## src/rtl/acs_pmu.sv

```systemverilog
// acs_pmu: add-compare-select / path-metric unit for the 4-state, K=3,
// rate-1/2 Viterbi decoder (generators 7,5). One symbol per clock, with
// registered decisions and normalised path metrics feeding the survivor decoder.
module acs_pmu #(
    parameter int PM_W    = 4,
    parameter int INIT_PM = 8
) (
    input  logic            clk,
    input  logic            reset,
    input  logic            start,
    input  logic            in_valid,
    input  logic [1:0]      rx,
    output logic            out_valid,
    output logic            d0,
    output logic            d1,
    output logic            d2,
    output logic            d3,
    output logic [PM_W-1:0] pm0,
    output logic [PM_W-1:0] pm1,
    output logic [PM_W-1:0] pm2,
    output logic [PM_W-1:0] pm3,
    output logic [15:0]     sym_cnt
);

    // Candidates carry two extra bits so metric + branch metric never overflows.
    localparam int              CW       = PM_W + 2;
    localparam logic [PM_W-1:0] PM_SAT   = '1;
    localparam logic [PM_W-1:0] INIT_VAL = PM_W'(INIT_PM);

    localparam logic ST_IDLE = 1'b0;
    localparam logic ST_RUN  = 1'b1;

    logic [PM_W-1:0] pm_q [4];
    logic [PM_W-1:0] pm_d [4];
    logic [3:0]      d_q, d_d;
    logic            out_valid_q, out_valid_d;
    logic [15:0]     sym_cnt_q, sym_cnt_d;
    logic            state_q, state_d;

    logic [CW-1:0]   cand0 [4];
    logic [CW-1:0]   cand1 [4];
    logic [CW-1:0]   sel   [4];
    logic [CW-1:0]   sel_min;
    logic [PM_W-1:0] norm  [4];
    logic [3:0]      dec;

    // Hamming distance between the encoder output for (predecessor, input) and rx.
    function automatic logic [1:0] branch_metric(input logic [1:0] p,
                                                 input logic       u,
                                                 input logic [1:0] r);
        logic       c0;
        logic       c1;
        logic [1:0] diff;
        c0   = u ^ p[1] ^ p[0];
        c1   = u ^ p[0];
        diff = {c0, c1} ^ r;
        return {1'b0, diff[1]} + {1'b0, diff[0]};
    endfunction

    // Add-compare-select per next state, then subtract the minimum and saturate.
    always_comb begin
        logic [1:0]    nsb;
        logic [1:0]    p0;
        logic [1:0]    p1;
        logic          u;
        logic [CW-1:0] diff;
        nsb     = '0;
        p0      = '0;
        p1      = '0;
        u       = 1'b0;
        diff    = '0;
        dec     = '0;
        sel_min = '0;
        for (int ns = 0; ns < 4; ns++) begin
            nsb       = 2'(ns);
            u         = nsb[1];
            p0        = {nsb[0], 1'b0};
            p1        = {nsb[0], 1'b1};
            cand0[ns] = CW'(pm_q[p0]) + CW'(branch_metric(p0, u, rx));
            cand1[ns] = CW'(pm_q[p1]) + CW'(branch_metric(p1, u, rx));
            dec[ns]   = (cand1[ns] < cand0[ns]);
            sel[ns]   = dec[ns] ? cand1[ns] : cand0[ns];
        end
        sel_min = sel[0];
        for (int i = 1; i < 4; i++) begin
            if (sel[i] < sel_min) begin
                sel_min = sel[i];
            end
        end
        for (int i = 0; i < 4; i++) begin
            diff    = sel[i] - sel_min;
            norm[i] = (diff > CW'(PM_SAT)) ? PM_SAT : diff[PM_W-1:0];
        end
    end

    // Next-state selection: start reinitialises the frame, otherwise a valid symbol updates everything.
    always_comb begin
        pm_d        = pm_q;
        d_d         = d_q;
        out_valid_d = 1'b0;
        sym_cnt_d   = sym_cnt_q;
        state_d     = state_q;
        if (start) begin
            pm_d[0]   = '0;
            pm_d[1]   = INIT_VAL;
            pm_d[2]   = INIT_VAL;
            pm_d[3]   = INIT_VAL;
            d_d       = '0;
            sym_cnt_d = '0;
            state_d   = ST_IDLE;
        end else if (in_valid) begin
            pm_d        = norm;
            d_d         = dec;
            out_valid_d = 1'b1;
            sym_cnt_d   = (state_q == ST_IDLE) ? 16'd1 : sym_cnt_q + 16'd1;
            state_d     = ST_RUN;
        end
    end

    // State registers with synchronous active-low reset to the frame-start values.
    always_ff @(posedge clk) begin
        if (!reset) begin
            pm_q[0]     <= '0;
            pm_q[1]     <= INIT_VAL;
            pm_q[2]     <= INIT_VAL;
            pm_q[3]     <= INIT_VAL;
            d_q         <= '0;
            out_valid_q <= 1'b0;
            sym_cnt_q   <= '0;
            state_q     <= ST_IDLE;
        end else begin
            pm_q        <= pm_d;
            d_q         <= d_d;
            out_valid_q <= out_valid_d;
            sym_cnt_q   <= sym_cnt_d;
            state_q     <= state_d;
        end
    end

    assign out_valid = out_valid_q;
    assign d0        = d_q[0];
    assign d1        = d_q[1];
    assign d2        = d_q[2];
    assign d3        = d_q[3];
    assign pm0       = pm_q[0];
    assign pm1       = pm_q[1];
    assign pm2       = pm_q[2];
    assign pm3       = pm_q[3];
    assign sym_cnt   = sym_cnt_q;

endmodule

```

## config.mk

```make
export PLATFORM = sky130hd
export DESIGN_NAME = acs_pmu
export DESIGN_NICKNAME = d
export VERILOG_FILES = /design/src/rtl/acs_pmu.sv
export SDC_FILE = /design/constraint.sdc
export NUM_CORES = 1
export LEC_CHECK = 0
export CAP_MARGIN = 20
export CORE_MARGIN = 5
export CORE_UTILIZATION = 23
export DETAILED_ROUTE_END_ITERATION = 12
export SYNTH_ARGS = -nofsm -noshare
export SYNTH_HDL_FRONTEND = slang
export SYNTH_SLANG_ARGS = --single-unit
```

## constraint.sdc

```tcl
create_clock -name clk -period 10.5 [get_ports clk]
set_input_delay 2.1 -clock clk [delete_from_list [all_inputs] [get_ports clk]]
set_output_delay 2.1 -clock clk [all_outputs]
set_load 0.05 [all_outputs]
```

# Word-level counts from Yosys, hierarchy flattened
# Cells that the tools add are included.
[totals] latch_bits=0 mem_bits_rw=0 n_memories=0 input_bits=6 rom_bits=0 reg_bits=38 out_inout_bits=37
[classes] n_shift=0 n_div=0 magnitude_cmp=11 bitwise_logic=4 n_eq_ne=0 muxes=13 n_reduce_logical=1 add_sub_neg=17 mul=0
[op_table] operator="$add A4 B2 Y5" count=8
[op_table] operator="$lt A5 B5 Y1" count=5
[op_table] operator="$gt A6 B4 Y1 const B" count=4
[op_table] operator="$sub A5 B6 Y6" count=4
[op_table] operator="$mux W5" count=4
[op_table] operator="$mux W6" count=3
[op_table] operator="$add A16 B1 Y16 const B" count=1
[op_table] operator="$mux W16" count=1
[op_table] operator="$mux W4" count=4
[op_table] operator="$lt A5 B6 Y1" count=2
[op_table] operator="$add A1 B1 Y2" count=4
[op_table] operator="$not A1 Y1" count=3
[op_table] operator="$not A2 Y2" count=1
[op_table] operator="$reduce_or A2 Y1" count=1
[op_table] operator="$mux W1" count=1

# Longest topological paths before layout
# Gate-level depths: netlist of the first run.
[logic_depth] ltp_word=14 ltp_mapped=46 ltp_nobuf=46

# Worst setup path before layout of the first run
# Ideal clock, no wire load.
[synth_path] path_type="in2reg" startpoint="in rx[0]" endpoint="reg pm_q, in the netlist pm0[1]" arrival_time_ps=9459 path_stages=35 required_ps=10405 setup_slack_ps=945 setup_time_ps=95 path_cell_list="inv_1 -> ha_1 -> ha_1 -> ha_1 -> a21oi_1 -> or2_2 -> ha_1 -> inv_1 -> a2111oi_2 -> a211oi_4 -> a21oi_1 -> ha_1 -> a21boi_0 -> a32o_1 -> nor3_4 -> mux2i_1 -> ha_1 -> o21bai_1 -> nor2_1 -> a21oi_1 -> mux2_2 -> inv_1 -> ha_1 -> a21oi_1 -> nor2_1 -> nor3_1 -> a31oi_4 -> mux2_4 -> fa_1 -> a21o_1 -> nand2_1 -> mux2_2 -> nand2_1 -> a21oi_1 -> a221oi_1"
[synth_between] elab_chain_cells=14 word_cells_on_any_way=31 classes_between="add/sub (13); order compare (8); mux (8); bitwise (2)"
[synth_lines] element="start: declaration" line="12" text="input logic [1:0] rx,"
[synth_lines] element="$not A1 Y1 (no line) / $not A2 Y2 (equally long branches)"
[synth_lines] element="$add A1 B1 Y2" line="57" text="return {1'b0, diff[1]} + {1'b0, diff[0]};"
[synth_lines] element="$add A4 B2 Y5" line="80" text="cand1[ns] = CW'(pm_q[p1]) + CW'(branch_metric(p1, u, rx));"
[synth_lines] element="$lt A5 B5 Y1" line="81" text="dec[ns] = (cand1[ns] < cand0[ns]);"
[synth_lines] element="$mux W5" line="82" text="sel[ns] = dec[ns] ? cand1[ns] : cand0[ns];"
[synth_lines] element="$lt A5 B5 Y1" line="86" text="if (sel[i] < sel_min) begin"
[synth_lines] element="$mux W6" line="86"
[synth_lines] element="$lt A5 B6 Y1" line="86"
[synth_lines] element="$mux W6" line="86"
[synth_lines] element="$lt A5 B6 Y1" line="86"
[synth_lines] element="$mux W6" line="86"
[synth_lines] element="$sub A5 B6 Y6 (*)" line="91" text="diff = sel[i] - sel_min;"
[synth_lines] element="$gt A6 B4 Y1" line="92" text="norm[i] = (diff > CW'(PM_SAT)) ? PM_SAT : diff[PM_W-1:0];"
[synth_lines] element="$mux W4 (*)" line="92"
[synth_lines] element="end signal: assignment" line="132" text="pm_q <= pm_d;"
[synth_lines] element="end: declaration" line="33" text="logic [PM_W-1:0] pm_q [4];"
# Every way passes the cells marked *; elsewhere a longest branch is shown, timed or not.
# A chain may end at the register's enable or synchronous reset.

# Worst setup path in the final report of the first run
[layout_path] startpoint="in rx[1]" endpoint="reg pm_q, in the netlist pm0[1]"
[layout_between] elab_chain_cells=14 word_cells_on_any_way=31 classes_between="add/sub (13); order compare (8); mux (8); bitwise (2)"
[layout_lines] element="$not A1 Y1 (no line) / $not A2 Y2 (equally long branches)"
[layout_lines] element="$add A1 B1 Y2" line="57"
[layout_lines] element="$add A4 B2 Y5, on equally long branches" line="79, 80"
[layout_lines] element="$lt A5 B5 Y1" line="81"
[layout_lines] element="$mux W5" line="82"
[layout_lines] element="$lt A5 B5 Y1" line="86"
[layout_lines] element="$mux W6" line="86"
[layout_lines] element="$lt A5 B6 Y1" line="86"
[layout_lines] element="$mux W6" line="86"
[layout_lines] element="$lt A5 B6 Y1" line="86"
[layout_lines] element="$mux W6" line="86"
[layout_lines] element="$sub A5 B6 Y6 (*)" line="91"
[layout_lines] element="$gt A6 B4 Y1" line="92"
[layout_lines] element="$mux W4 (*)" line="92"
# Marks and branches as above.

==> Flow_metrics.wiki, run 1 <==
{| class="wikitable"
! Metric !! Value
|-
| Most frequent cell on the critical path || sky130_fd_sc_hd__ha_1
|-
| Worst R2R Start || pm0[1]
|-
| Seq/Total Area, Yosys || 0.186
|-
| Number of rows created at floorplan || 48
|-
| Worst rel slew slack || 0.420
|-
| Count of final hold-check violations || 0
|-
| Drt first pass iters || 4
|-
| # IOs || 43
|-
| Routed WL || 11,200 um
|-
| Setup violation total in the final timing report || 0
|-
| Post-route clock skew || 11.6 ps
|-
| Post-synthesis instance area || 4090 um^2
|-
| Initial drt markers || 164
|-
| Sum Neg Setup Slack || 0 ps
|-
| Share of async-settable or async-resettable flops after synthesis || 0
|-
| Pre-CTS setup slack || -117 ps
|-
| R2r endpoint || pm0[1]
|-
| H-tree Lvls || 2
|-
| CP Max Fanout || 5
|-
| Post-layout worst setup margin || 458 ps
|-
| End of the critical path || pm0[1]
|-
| Depth of the most critical reg-to-reg path || 37
|-
| Number of antenna violations at the first check in global routing || 0
|-
| Number of buffers added by the clock tree synthesis step || 5
|-
| Finished layout cell area || 5110 um^2
|-
| Fin nets || 626
|-
| First-pass GRT wire length || 17,700 um
|-
| Routed len/inst || 14.4 um
|-
| Most frequently used flop master after synthesis || sky130_fd_sc_hd__dfxtp_1
|-
| Layout overhead on the synthesized area || 25.0%
|-
| Reg2Reg Setup Slack || 2570 ps
|-
| Transition at the pin with the smallest max-transition slack || 861 ps
|-
| Clock transition at the registers of the reported paths || 70 ps
|-
| Port Buf Inserts || 42
|-
| Worst Path Arrival || 10,250 ps
|-
| Cell with the largest stage delay on the worst path || sky130_fd_sc_hd__clkdlybuf4s50_1
|-
| Synth Area per Inst || 8.21 um^2
|-
| Placed wire-length estimate after detailed placement || 8850 um
|-
| Required time at the worst-slack endpoint || 10,700 ps
|-
| Vias after detailed routing || 3,570
|-
| Pin count of the biggest net entering global routing || 33
|-
| Crit path kind || input pin to register
|-
| Antenna fix cells || 0
|-
| Dpl cell area || 4820 um^2
|-
| Number of flops mapped to enable cells by yosys || 0
|-
| Worst min-delay path category || register to register
|-
| Clk Latency, worst-skew pair || 300 ps
|-
| Maximum single-stage delay on the critical path || 500 ps
|-
| Endpoint kind of the worst setup timing path || register
|-
| Total Routing Usage GR || 0.107
|-
| Layout filler cell count || 1,850
|-
| Worst setup startpoint || rx[1]
|-
| Placeable core region || 17,400 um^2
|-
| Initial core utilization || 0.236
|-
| Post-synth cell types || 65
|-
| Post-Synthesis Net Count || 574
|-
| Number of storage elements in the synthesis netlist || 38
|-
| TritonCTS Sinks || 38
|-
| Fin crit period || 10,040 ps
|-
| Die outline height || 143 um
|-
| Maximum buffer depth of the clock tree || 2
|-
| Total overflow reported by the global router || 0
|-
| Max Freq || 99.6 MHz
|-
| Startpoint type of the worst setup path || input pin
|-
| Outcome || finished, final reports clean
|-
| Library cell used as clock root buffer || sky130_fd_sc_hd__clkbuf_16
|-
| Post-Syn Instances || 498
|-
| Number of global-route vias before repair || 3,416
|-
| Number of design rule violations left after detail routing || 0
|-
| TritonCTS clock tree || done
|-
| Min-Delay Startpoint || d_q[1]
|-
| Number of violations of the max-capacitance limit || 0
|-
| Final number of max-transition violations || 0
|-
| Die Outline Area || 20,500 um^2
|-
| Avg Vias per Cell || 4.60
|-
| Count of yosys warnings during synthesis || 0
|-
| Share of layout cells above drive strength 1 || 0.122
|-
| Antenna violation net count after detailed routing || 0
|-
| Share of the clock period used by the worst path after layout || 0.956
|-
| Hold buffers post-CTS || 0
|-
| Width of the die || 143 um
|-
| Final Wtd Congestion || 0.868
|}
==> worst max-delay path, delay by kind of cell <==
family / cells / cell delay [ps]
AND/OR/NAND/NOR: 8 / 890
AO/OA/AOI/OAI: 14 / 2290
multiplexers: 5 / 1480
buffers and inverters: 8 / 1380
adder cells (fa/ha/maj): 7 / 1930
XOR/XNOR: 1 / 190
==> registers in the layout, summed over array words and instances (netlist names) <==
name / cells
d_q: 4
pm2: 4
pm0: 4
pm1: 4
out_valid: 1
sym_cnt: 16
state_q: 1
pm3: 4
==> cells by family (layout without fill, tap and decap cells) <==
family,count (synthesis),in the layout,synth area share
XOR/XNOR,38,38,0.0814
AND/OR/NAND/NOR,136,136,0.158
AO/OA/AOI/OAI,130,130,0.223
flip-flops,38,38,0.186
multiplexers,27,27,0.0698
buffers and inverters,57,110,0.0557
adder cells (fa/ha/maj),72,72,0.227
==> metrics by stage <==
| step | cells | hold slack, ps | utilization |
|---|---|---|---|
| 3_3_place_gp | 764 | 472 | 0.278 |
| 2_1_floorplan | 498 | 463 | - |
| 6_report | 776 | 488 | 0.294 |
| 3_5_place_dp | 764 | 481 | 0.278 |
| 5_1_grt | 776 | 524 | 0.294 |
| 4_1_cts | 772 | 490 | 0.287 |
==> worst min path at each step <==
stage               cells after the start          to  slack [ps]
finish                                  2      d_q[1]         490
global route                            1  sym_cnt[0]         520
CTS                                     2      d_q[1]         490
detailed placement                      2      d_q[1]         480
global placement                        2      d_q[0]         470
floorplan                               1  sym_cnt[0]         460
==> cell usage after synthesis (3+ instances only) <==
| library cell | number | area share |
|---|---|---|
| sky130_fd_sc_hd__ha_1 | 66 | 0.20 |
| sky130_fd_sc_hd__o22ai_1 | 3 | 0.0046 |
| sky130_fd_sc_hd__o21ai_0 | 35 | 0.043 |
| sky130_fd_sc_hd__xnor2_1 | 16 | 0.034 |
| sky130_fd_sc_hd__inv_1 | 40 | 0.037 |
| sky130_fd_sc_hd__a221oi_1 | 3 | 0.0064 |
| sky130_fd_sc_hd__o221a_2 | 3 | 0.0083 |
| sky130_fd_sc_hd__nor2_1 | 43 | 0.039 |
| sky130_fd_sc_hd__or2_2 | 5 | 0.0077 |
| sky130_fd_sc_hd__nand2_1 | 44 | 0.040 |
| sky130_fd_sc_hd__a21o_1 | 12 | 0.022 |
| sky130_fd_sc_hd__o21a_1 | 3 | 0.0055 |
| sky130_fd_sc_hd__and2_1 | 5 | 0.0077 |
| sky130_fd_sc_hd__nor2b_1 | 9 | 0.014 |
| sky130_fd_sc_hd__xor2_1 | 22 | 0.047 |
| sky130_fd_sc_hd__buf_4 | 3 | 0.0055 |
| sky130_fd_sc_hd__nand4_1 | 4 | 0.0061 |
| sky130_fd_sc_hd__mux2_2 | 3 | 0.0083 |
| sky130_fd_sc_hd__a31oi_1 | 3 | 0.0046 |
| sky130_fd_sc_hd__mux2i_1 | 21 | 0.051 |
| sky130_fd_sc_hd__nand2b_1 | 6 | 0.0092 |
| sky130_fd_sc_hd__and3_1 | 3 | 0.0046 |
| sky130_fd_sc_hd__fa_1 | 4 | 0.020 |
| sky130_fd_sc_hd__a21oi_1 | 39 | 0.048 |
| sky130_fd_sc_hd__dfxtp_1 | 38 | 0.19 |
| sky130_fd_sc_hd__clkbuf_1 | 8 | 0.0073 |
| sky130_fd_sc_hd__or3_1 | 7 | 0.011 |
| sky130_fd_sc_hd__inv_2 | 4 | 0.0037 |
==> layout by cell type, fill, tap and decap left out, types with 4 or more instances in the layout <==
cell type	count
sky130_fd_sc_hd__nor2_1	43
sky130_fd_sc_hd__mux2i_2	4
sky130_fd_sc_hd__nand2_1	44
sky130_fd_sc_hd__inv_1	40
sky130_fd_sc_hd__clkbuf_16	5
sky130_fd_sc_hd__nand4_1	4
sky130_fd_sc_hd__ha_1	63
sky130_fd_sc_hd__inv_2	4
sky130_fd_sc_hd__nor2b_1	9
sky130_fd_sc_hd__or3_1	7
sky130_fd_sc_hd__o21ai_0	35
sky130_fd_sc_hd__fa_1	4
sky130_fd_sc_hd__or2_2	5
sky130_fd_sc_hd__and2_1	5
sky130_fd_sc_hd__a21oi_1	38
sky130_fd_sc_hd__a21o_1	12
sky130_fd_sc_hd__nand2b_1	6
sky130_fd_sc_hd__buf_4	16
sky130_fd_sc_hd__mux2i_1	15
sky130_fd_sc_hd__dfxtp_1	38
sky130_fd_sc_hd__xnor2_1	16
sky130_fd_sc_hd__clkdlybuf4s50_1	41
sky130_fd_sc_hd__xor2_1	22
==> routing by layer <==
layer / GRT usage / routed length [um] / vias up
li1: - / - / 1852
met2: 0.178 / 5050 / 64
met5: 0 / 0 / -
met4: 0.0243 / 154 / 0
met1: 0.145 / 5430 / 1641
met3: 0.0183 / 541 / 13
==> timing repair <==
item | in CTS | in global routing
hold endpoints to repair | 0 | 0
gates resized for setup | 0 | 19
buffers inserted | 0 | 4
setup endpoints to repair | 0 | 16
==> final cells by class <==
type / count / area [um^2] / area share
multi-input combinational: 403 / 3190 / 0.624
clock buffer: 5 / 125 / 0.0245
sequential: 38 / 761 / 0.149
inverter: 44 / 165 / 0.0323
timing repair buffer: 58 / 543 / 0.106
clock inverter: 3 / 45.0 / 0.00882
tap: 225 / 282 / 0.0551
Power of run 1 is left out: the tool's default activity adds up to more than one toggle a clock period on the data nets, which glitch-free logic cannot reach.
==> run 2: changes to the inputs <==
- SKIP_LAST_GASP: not set -> 1
==> results of run 2 <==
No change in the layout: final DEF, timing and power equal those of run 1.
Power of run 2 is left out for the same reason.
==> patch, RTL diff (flow settings as in run 1) <==
Reset style: asynchronous (`reset`), changed in one clocked block. Comments in the files are not updated.
--- a/src/rtl/acs_pmu.sv
+++ b/src/rtl/acs_pmu.sv
@@ -120,3 +120,3 @@
     // State registers with synchronous active-low reset to the frame-start values.
-    always_ff @(posedge clk) begin
+    always_ff @(posedge clk or negedge reset) begin
         if (!reset) begin
Behaviour: differs if reset is asserted again (counterexample within 4 cycles, from zero or initial values and one cycle with reset low); with reset held inactive, the same outputs for 4 cycles.
==> patch against run 1 <==
- worst setup slack improved by 92 ps
- utilization rose by 3.2 points
- count of clock-buffer cells in the layout rose by 1
- design area rose by 16%
- non-clock buffer count rose by 70
- synthesized area rose by 4.7%
- sequential cell count did not move
- wire length rose by 9.6%
- first-iteration DRC count rose by 0.61%
- critical endpoint is now pm2[0]
- highest routed layer unchanged
Power is left out: the tool's default activity adds up to more than one toggle a clock period on the data nets, which glitch-free logic cannot reach.
==> patch: results <==
group,metric,value,unit
drt,viasPerCell,4.65,
global_routing,grt_pass1_wl,20100,um
logic_synthesis,seq_area_frac_synth,22.3,%
finish,nets,709,
placed_design,place_inst,846,
sta,skew,1.60,ps
placed_design,place_area,5500,um2
global_routing,track_usage,11.1,%
setup_path,slowest_stage,"o41ai_4",
drt,drt_iter0_drc,165,
logic_synthesis,synthesis.nets,591,
setup_path,reg2reg_from,"pm0[1]",
logic_synthesis,synth.distinct_cells,57,
finish,num-fill-cells,1868,
placed_design,dp_slack,-645,ps
setup_path,arrival,10170,ps
finish,drive_above_1_share,25.7,%
sta,whs,505,ps
drt,wl,12300,um
sta,slew_headroom,42.8,%
run_status,status,"finished clean",
global_routing,grt_pass1_vias,3912,
setup_path,slowest_delay,380,ps
logic_synthesis,syn_inst,512,
setup_path,crit_path_start,"rx[0]",
sta,setup_ws,551,ps
clock_network,clk_latency,280,ps
==> patch: cell families after synthesis <==
logic type | synth area share, %
adders and majority gates | 22.3
AOI/OAI and AO/OA | 22.2
DFF | 22.3
buffers and inverters | 6.31
and+or+nand+nor | 15.2
xor gates and xnor gates | 5.32
muxes | 6.37
==> patch: worst min path at each step <==
stage             from      end  cells after the start
2_1_floorplan  state_q  state_q                      2
3_3_place_gp    d_q[3]   d_q[3]                      2
3_5_place_dp    d_q[1]   d_q[1]                      1
4_1_cts         d_q[1]   d_q[1]                      1
5_1_grt         d_q[2]   d_q[2]                      1
6_report        d_q[1]   d_q[1]                      1
==> patch: worst reg2reg max path, delay by kind of cell, from the launching register on <==
| kind | cells | cell delay [ps] |
|---|---|---|
| XOR/XNOR | 2 | 320 |
| buffers and inverters | 9 | 980 |
| adder cells (fa/ha/maj) | 7 | 1790 |
| flip-flops | 1 | 580 |
| AO/OA/AOI/OAI | 16 | 2760 |
| multiplexers | 5 | 1340 |
| AND/OR/NAND/NOR | 4 | 380 |
==> patch: layout make-up <==
class                      instances  area (um2)  share of cell area, %
sequential                        38         955                   16.1
multi-input combinational        408        3280                   55.4
clock buffer                       6         139                   2.34
timing repair buffer             128        1070                   18.0
inverter                          49         184                   3.10
tap                              229         287                   4.84
clock inverter                     2        12.5                  0.211
==> patch: routing by layer <==
| metal | vias to the layer above | global-route usage, % | wire length (um) |
|---|---|---|---|
| met1 | 1909 | 15.1 | 5860 |
| met4 | 0 | 1.36 | 57 |
| met5 | - | 0 | 0 |
| li1 | 2050 | - | - |
| met3 | 6 | 1.67 | 358 |
| met2 | 38 | 19.1 | 5980 |
==> patch: what timing repair did <==
item                       4_1_cts  5_1_grt
pin swaps                        2       16
setup endpoints to repair       16       16
buffers inserted                 1        5
hold buffers                     0        0
gates resized for setup         14       56
